==> src/rtl/muldiv_if.sv <==
// Datapath-facing bundle of the iterative multiply/divide unit: operation request,
// MTHI/MTLO writes and the architectural HI/LO results.
interface muldiv_if #(
    parameter int WIDTH = 32
);
    logic             start;
    logic [1:0]       op;
    logic [WIDTH-1:0] a;
    logic [WIDTH-1:0] b;
    logic             hi_we;
    logic             lo_we;
    logic [WIDTH-1:0] wdata;
    logic             busy;
    logic             done;
    logic             dbz;
    logic [WIDTH-1:0] hi;
    logic [WIDTH-1:0] lo;

    modport master (
        output start, op, a, b, hi_we, lo_we, wdata,
        input  busy, done, dbz, hi, lo
    );

    modport slave (
        input  start, op, a, b, hi_we, lo_we, wdata,
        output busy, done, dbz, hi, lo
    );
endinterface

==> src/rtl/muldiv_unit.sv <==
// Iterative MULT/MULTU/DIV/DIVU with HI/LO registers, one result bit per cycle.
// Define MULDIV_DIV_EN to build the divider; without it divide requests are ignored.
module muldiv_unit #(
    parameter int WIDTH = 32
) (
    input logic     clk,
    input logic     rst,
    muldiv_if.slave bus
);
    localparam int CW = $clog2(WIDTH);

    localparam logic [1:0] IDLE = 2'd0;
    localparam logic [1:0] RUN  = 2'd1;
    localparam logic [1:0] FIN  = 2'd2;

    function automatic logic [WIDTH-1:0] abs_w(input logic signed [WIDTH-1:0] v, input logic en);
        return (en && v[WIDTH-1]) ? -v : v;
    endfunction

    function automatic logic [WIDTH-1:0] neg_w(input logic signed [WIDTH-1:0] v, input logic en);
        return en ? -v : v;
    endfunction

    function automatic logic [2*WIDTH-1:0] neg_2w(input logic signed [2*WIDTH-1:0] v, input logic en);
        return en ? -v : v;
    endfunction

    logic [1:0]         state;
    logic [CW-1:0]      cnt;
    logic               busy_r;
    logic               done_r;
    logic [WIDTH-1:0]   hi_r;
    logic [WIDTH-1:0]   lo_r;

    logic [WIDTH-1:0]   opnd;
    logic [2*WIDTH-1:0] acc;
    logic               neg_res;

    logic               start_acc;
    logic [WIDTH-1:0]   a_mag;
    logic [WIDTH-1:0]   b_mag;
    logic [WIDTH:0]     mul_sum;
    logic [2*WIDTH-1:0] acc_next;
    logic [2*WIDTH-1:0] prod;
    logic [WIDTH-1:0]   hi_res;
    logic [WIDTH-1:0]   lo_res;

`ifdef MULDIV_DIV_EN
    logic               is_div;
    logic               neg_rem;
    logic               b_zero;
    logic [WIDTH-1:0]   a_orig;
    logic               dbz_r;
    logic               dbz_res;
    logic [WIDTH:0]     div_shift;
    logic [WIDTH:0]     div_diff;

    assign start_acc = (state == IDLE) && bus.start;
`else
    assign start_acc = (state == IDLE) && bus.start && !bus.op[1];
`endif

    // Signed ops run on magnitudes; op[0] selects the signed variant.
    assign a_mag = abs_w(bus.a, bus.op[0]);
    assign b_mag = abs_w(bus.b, bus.op[0]);

    // Iteration step: multiply adds into the upper half then shifts right;
    // divide shifts the remainder left and keeps the subtraction if it fits.
    always_comb begin
        mul_sum  = {1'b0, acc[2*WIDTH-1:WIDTH]} + (acc[0] ? {1'b0, opnd} : '0);
        acc_next = {mul_sum, acc[WIDTH-1:1]};
`ifdef MULDIV_DIV_EN
        div_shift = acc[2*WIDTH-1:WIDTH-1];
        div_diff  = div_shift - {1'b0, opnd};
        if (is_div) begin
            if (div_diff[WIDTH])
                acc_next = {div_shift[WIDTH-1:0], acc[WIDTH-2:0], 1'b0};
            else
                acc_next = {div_diff[WIDTH-1:0], acc[WIDTH-2:0], 1'b1};
        end
`endif
    end

    // Sign fix-up applied in FIN.
    always_comb begin
        prod   = neg_2w(acc, neg_res);
        hi_res = prod[2*WIDTH-1:WIDTH];
        lo_res = prod[WIDTH-1:0];
`ifdef MULDIV_DIV_EN
        dbz_res = 1'b0;
        if (is_div) begin
            if (b_zero) begin
                hi_res  = a_orig;
                lo_res  = '1;
                dbz_res = 1'b1;
            end else begin
                hi_res = neg_w(acc[2*WIDTH-1:WIDTH], neg_rem);
                lo_res = neg_w(acc[WIDTH-1:0], neg_res);
            end
        end
`endif
    end

    always_ff @(posedge clk) begin
        if (rst) begin
            state  <= IDLE;
            cnt    <= '0;
            busy_r <= 1'b0;
            done_r <= 1'b0;
            hi_r   <= '0;
            lo_r   <= '0;
`ifdef MULDIV_DIV_EN
            dbz_r  <= 1'b0;
`endif
        end else begin
            done_r <= 1'b0;
`ifdef MULDIV_DIV_EN
            dbz_r  <= 1'b0;
`endif
            case (state)
                IDLE: begin
                    if (start_acc) begin
                        state  <= RUN;
                        busy_r <= 1'b1;
                        cnt    <= '0;
                    end else begin
                        if (bus.hi_we) hi_r <= bus.wdata;
                        if (bus.lo_we) lo_r <= bus.wdata;
                    end
                end
                RUN: begin
                    cnt <= cnt + 1'b1;
                    if (cnt == CW'(WIDTH - 1)) state <= FIN;
                end
                FIN: begin
                    hi_r   <= hi_res;
                    lo_r   <= lo_res;
                    done_r <= 1'b1;
                    busy_r <= 1'b0;
                    state  <= IDLE;
`ifdef MULDIV_DIV_EN
                    dbz_r  <= dbz_res;
`endif
                end
                default: begin
                    state  <= IDLE;
                    busy_r <= 1'b0;
                end
            endcase
        end
    end

    // Operand/accumulator datapath carries no reset; it is always reloaded on start.
    always_ff @(posedge clk) begin
        if (start_acc) begin
            neg_res <= bus.op[0] & (bus.a[WIDTH-1] ^ bus.b[WIDTH-1]);
`ifdef MULDIV_DIV_EN
            is_div  <= bus.op[1];
            neg_rem <= bus.op[0] & bus.a[WIDTH-1];
            b_zero  <= (bus.b == '0);
            a_orig  <= bus.a;
            opnd    <= bus.op[1] ? b_mag : a_mag;
            acc     <= {{WIDTH{1'b0}}, (bus.op[1] ? a_mag : b_mag)};
`else
            opnd    <= a_mag;
            acc     <= {{WIDTH{1'b0}}, b_mag};
`endif
        end else if (state == RUN) begin
            acc <= acc_next;
        end
    end

    assign bus.busy = busy_r;
    assign bus.done = done_r;
    assign bus.hi   = hi_r;
    assign bus.lo   = lo_r;
`ifdef MULDIV_DIV_EN
    assign bus.dbz  = dbz_r;
`else
    assign bus.dbz  = 1'b0;
`endif
endmodule

==> src/flat_wrapper.sv <==
// flat-port wrapper written by rule: the top's interface ports become plain ports
module muldiv_unit_flat 
#(
    parameter int WIDTH = 32
)
  (clk, rst, bus_start, bus_op, bus_a, bus_b, bus_hi_we, bus_lo_we, bus_wdata, bus_busy, bus_done, bus_dbz, bus_hi, bus_lo);
  muldiv_if #(.WIDTH(WIDTH)) bus_i ();
  input logic clk;
  input logic rst;
  input wire logic [$bits(bus_i.start)-1:0] bus_start;
  input wire logic [$bits(bus_i.op)-1:0] bus_op;
  input wire logic [$bits(bus_i.a)-1:0] bus_a;
  input wire logic [$bits(bus_i.b)-1:0] bus_b;
  input wire logic [$bits(bus_i.hi_we)-1:0] bus_hi_we;
  input wire logic [$bits(bus_i.lo_we)-1:0] bus_lo_we;
  input wire logic [$bits(bus_i.wdata)-1:0] bus_wdata;
  output wire logic [$bits(bus_i.busy)-1:0] bus_busy;
  output wire logic [$bits(bus_i.done)-1:0] bus_done;
  output wire logic [$bits(bus_i.dbz)-1:0] bus_dbz;
  output wire logic [$bits(bus_i.hi)-1:0] bus_hi;
  output wire logic [$bits(bus_i.lo)-1:0] bus_lo;
  assign bus_i.start = bus_start;
  assign bus_i.op = bus_op;
  assign bus_i.a = bus_a;
  assign bus_i.b = bus_b;
  assign bus_i.hi_we = bus_hi_we;
  assign bus_i.lo_we = bus_lo_we;
  assign bus_i.wdata = bus_wdata;
  assign bus_busy = bus_i.busy;
  assign bus_done = bus_i.done;
  assign bus_dbz = bus_i.dbz;
  assign bus_hi = bus_i.hi;
  assign bus_lo = bus_i.lo;
  muldiv_unit #(.WIDTH(WIDTH)) u_core (.clk(clk), .rst(rst), .bus(bus_i));
endmodule
==> config.mk <==
export PLATFORM = sky130hd
export DESIGN_NAME = muldiv_unit_flat
export DESIGN_NICKNAME = d
export VERILOG_FILES = /design/src/rtl/muldiv_if.sv /design/src/rtl/muldiv_unit.sv /design/src/flat_wrapper.sv
export SDC_FILE = /design/constraint.sdc
export NUM_CORES = 1
export LEC_CHECK = 0
export BUFFER_PORTS_ARGS = -buffer_cell sky130_fd_sc_hd__buf_2
export CORE_ASPECT_RATIO = 2
export CORE_MARGIN = 8
export CORE_UTILIZATION = 50
export CTS_CLUSTER_SIZE = 28
export DETAILED_ROUTE_END_ITERATION = 8
export PLACE_DENSITY = 0.71
export SLEW_MARGIN = 20
export SYNTH_ARGS = -nofsm -noshare
export SYNTH_HDL_FRONTEND = slang
export SYNTH_SLANG_ARGS = --single-unit
==> constraint.sdc <==
create_clock -name clk -period 3.59 [get_ports clk]
set_clock_uncertainty 0.1 [all_clocks]
set_input_delay 0.1795 -clock clk [delete_from_list [all_inputs] [get_ports clk]]
set_output_delay 0.1795 -clock clk [all_outputs]
set_load 0.005 [all_outputs]
==> metrics.txt <==
Area Growth Syn to Fin=19.8%; FF-to-FF Start=u_core.acc[0]$_DFFE_PP_; FF-to-FF path depth=11; Critical Path AT=between 3 and 4 ns; DR pass1 iterations=5; Post-Syn Area per Cell=about 8.3 um^2; DRT antenna net count=0; Slew @ Worst Pin=around 0.76 ns; Via Count=about 11,000; initial DRC count=a little under 800; Die W=122 um; CP startpoint=u_core.acc[0]$_DFFE_PP_; warnings from Yosys=0; Syn Std Cell Area=0.0112 mm^2; Remaining Overflow, GRT=0; Final setup violation count=0; Top FF cell, synth=dfxtp_1; vias in the first global route=11,100; flops & latches, synth=170; CP cell instances=buf_4, and2_1, ha_1, fa_1, a21o_1, a22oi_1, a211o_1, nand3_1, and4_1, or4_1, a32o_1; Antenna diodes=0; DRC errors left=0; DR WL/cell=a little over 20 um; die height=approximately 230 um; critical path type=flop to flop; CTS tree=built; I/O pin cnt=170; nets@finish=1,681; Rel. slew slack=between 40 and 50%; Routability Congestion=around 1; worst path bufs/invs=1; clk slew on worst S/H paths=about 0.07 ns; CP endpoint=u_core.acc[61]$_SDFFE_PP0P_; worst-case vdd ir drop=approximately 350 uV; overall power=just over 6 mW; Tcrit/Tclk final=a little over nine tenths; Cell Pwr Density=~460 mW/mm^2; asr flop ratio synth=0%; hpwl dp=between 20,000 and 30,000 um; Root Driver=clkbuf_16; largest net degree at the start of global routing=68; Max Cap Viol=0; Critical-path top delay cell=or4_1; Hold Crit Class=primary input to flop; Worst path depth=11; static leakage=~5.5 nW; first-pass GRT wire length=58,500 um; H-tree Lvls=4; layout cells sized above 1=between 10% and 20%; Post-Layout Cell Count=approximately 1,800; minimum clock period=about 3.5 ns; Mapped Cells=1,350; Vias/cell=~6.1; cts bufs inserted=17; Worst-Skew Late Latency=~0.45 ns; initial core utilization=approximately 50%; reg2reg end=u_core.acc[61]$_SDFFE_PP0P_; clk buf depth=2; CP Capture Type=flop; die area=between 0.02 and 0.03 mm^2; Slew Viols, Final=0; status=completed; Critical Path Max Stage Delay=0.49 ns; Hold Fails Final Rpt=0; total global-route track usage=26.7%; maximum fanout along the worst path=5; Max Clk Rate=about 0.29 GHz; clk sink count=between 150 and 200; Syn Nets=~1,500; delay-heaviest family, CP=simple AND/OR/NAND/NOR gates; Seq/Total Area, Yosys=36.0%; antenna violations before repair=0; Setup crit start kind=flop; r2r setup slk=about 0.11 ns; Port Buffers=about 170; # rows=between 70 and 80; final wirelength=around 37,000 um; Core Area=approximately 0.022 mm^2; Inst Count DP=1,744; Critical Path RT=3.82 ns; Cell variety after synth=75; Post-synth EDFFs=between 60 and 70
## cell families (layout without fill, tap and decap cells)
family	count (synthesis)	after routing	share of synthesized area, %
and+or+nand+nor	486	486	21.4
other	1	1	0.0333
AOI/OAI and AO/OA	409	409	23.1
DFF	170	170	36.0
buffers and inverters	104	307	4.08
adders and majority gates	38	38	4.29
xor gates and xnor gates	138	138	10.7
muxes	4	4	0.356
## Yosys cell counts, types with 7 or more instances
cell type | instances | area share [%]
ha_1 | 37 | 4.1
nand2_1 | 161 | 5.4
and3_1 | 13 | 0.72
nor4_1 | 20 | 1.1
o22ai_1 | 7 | 0.39
xnor2_1 | 59 | 4.6
a211o_1 | 10 | 0.78
nand3_1 | 23 | 1.0
a21oi_1 | 118 | 5.3
edfxtp_1 | 65 | 17
nand4_1 | 8 | 0.44
o21ai_0 | 102 | 4.5
a22oi_1 | 8 | 0.53
clkbuf_1 | 69 | 2.3
o41ai_1 | 18 | 1.4
a31oi_1 | 20 | 1.1
o31ai_1 | 21 | 1.4
a211oi_1 | 22 | 1.5
o221ai_1 | 8 | 0.62
nor2_1 | 118 | 3.9
or3_1 | 17 | 0.95
a21o_1 | 23 | 1.5
and2_1 | 41 | 2.3
or4_1 | 18 | 1.2
inv_1 | 18 | 0.60
xor2_1 | 79 | 6.2
nor3_1 | 26 | 1.2
dfxtp_1 | 105 | 19
nand2b_1 | 12 | 0.67
o211ai_1 | 7 | 0.47
## sequential cells by signal (all words and copies together), names as in the netlist
register	cells
u_core.cnt	5
u_core.bus.done	1
u_core.opnd	32
u_core.bus.hi	32
u_core.bus.busy	1
u_core.bus.lo	32
u_core.acc	64
u_core.state	2
u_core.neg_res	1
## stage by stage
stage	setup slack [ns]	hold WS (ns)	area, um^2	utilization [%]	setup TNS [ns]
final	0.106	0.0138	13500	61.1	0
after global routing	-0.0156	0.0306	13500	61.1	-0.0174
after CTS	0.0715	0.00114	13400	60.9	0
after detailed placement	0.0906	0.334	12300	55.9	0
after global placement	0.204	0.328	12300	55.9	0
after floorplan	0.435	0.178	11200	-	0
## report_power, final
part | leakage [nW] | switching (mW) | internal (mW) | total (mW)
clock | 0.294 | 0.805 | 1.08 | 1.89
combinational | 3.77 | 1.05 | 0.730 | 1.78
sequential | 1.48 | 0.316 | 2.24 | 2.55
total | 5.55 | 2.17 | 4.05 | 6.22
## area by class of cell
| class | count | area, um^2 |
|---|---|---|
| clock buffers | 22 | 507 |
| clock inverters | 10 | 103 |
| fillers | 1956 | 8590 |
| inverters | 19 | 71.3 |
| multi-input cells | 1076 | 6760 |
| flip-flops and latches | 170 | 4050 |
| well taps | 276 | 345 |
| repair buffers | 256 | 1640 |
## cells in the final DEF, fill, tap and decap left out, types with 23 or more instances in the layout
master / netlist / layout
nor3_1: 26 / 26
nand2_1: 161 / 161
ha_1: 37 / 37
a21o_1: 23 / 23
a21oi_1: 118 / 118
and2_1: 41 / 41
nor2_1: 118 / 118
edfxtp_1: 65 / 65
dlygate4sd3_1: 0 / 50
dfxtp_1: 105 / 105
buf_4: 1 / 37
o21ai_0: 102 / 102
buf_2: 2 / 168
xnor2_1: 59 / 59
xor2_1: 79 / 79
## worst register-to-register path, cell delays in order (launching register included)
cell	delay, ns
edfxtp_1	0.48
buf_4	0.19
and2_1	0.14
ha_1	0.21
fa_1	0.40
a21o_1	0.20
a22oi_1	0.20
a211o_1	0.31
nand3_1	0.17
and4_1	0.23
or4_1	0.49
a32o_1	0.26
## per-layer routing
layer | GRT usage (%) | share of wire [%] | vias to the layer above
met5 | 0 | 0 | -
met1 | 24.7 | 34 | 5145
met2 | 49.2 | 53 | 449
met4 | 20.9 | 7.9 | 0
li1 | - | - | 5336
met3 | 4.87 | 5.5 | 139
## worst min-delay path by stage
| stage | endpoint | depth (start not counted) | from | slack [ns] |
|---|---|---|---|---|
| 2_1_floorplan | u_core.opnd[0]$_DFFE_PP_ | 0 | bus_a[0] | 0.18 |
| 3_3_place_gp | u_core.opnd[0]$_DFFE_PP_ | 1 | bus_a[0] | 0.33 |
| 3_5_place_dp | u_core.opnd[0]$_DFFE_PP_ | 1 | bus_a[0] | 0.33 |
| 4_1_cts | u_core.bus.hi[10]$_SDFFE_PP0P_ | 3 | bus_wdata[10] | 0.001 |
| 5_1_grt | u_core.opnd[31]$_DFFE_PP_ | 2 | bus_a[31] | 0.03 |
| 6_report | u_core.bus.hi[10]$_SDFFE_PP0P_ | 3 | bus_wdata[10] | 0.01 |
## what timing repair did
item,CTS,global route
hold endpoints to repair,56,0
buffers inserted,0,3
resized for setup,0,2
endpoints found under the setup margin,0,1
hold buffers,50,0
Note: power is estimated with default switching activity, not from simulation.
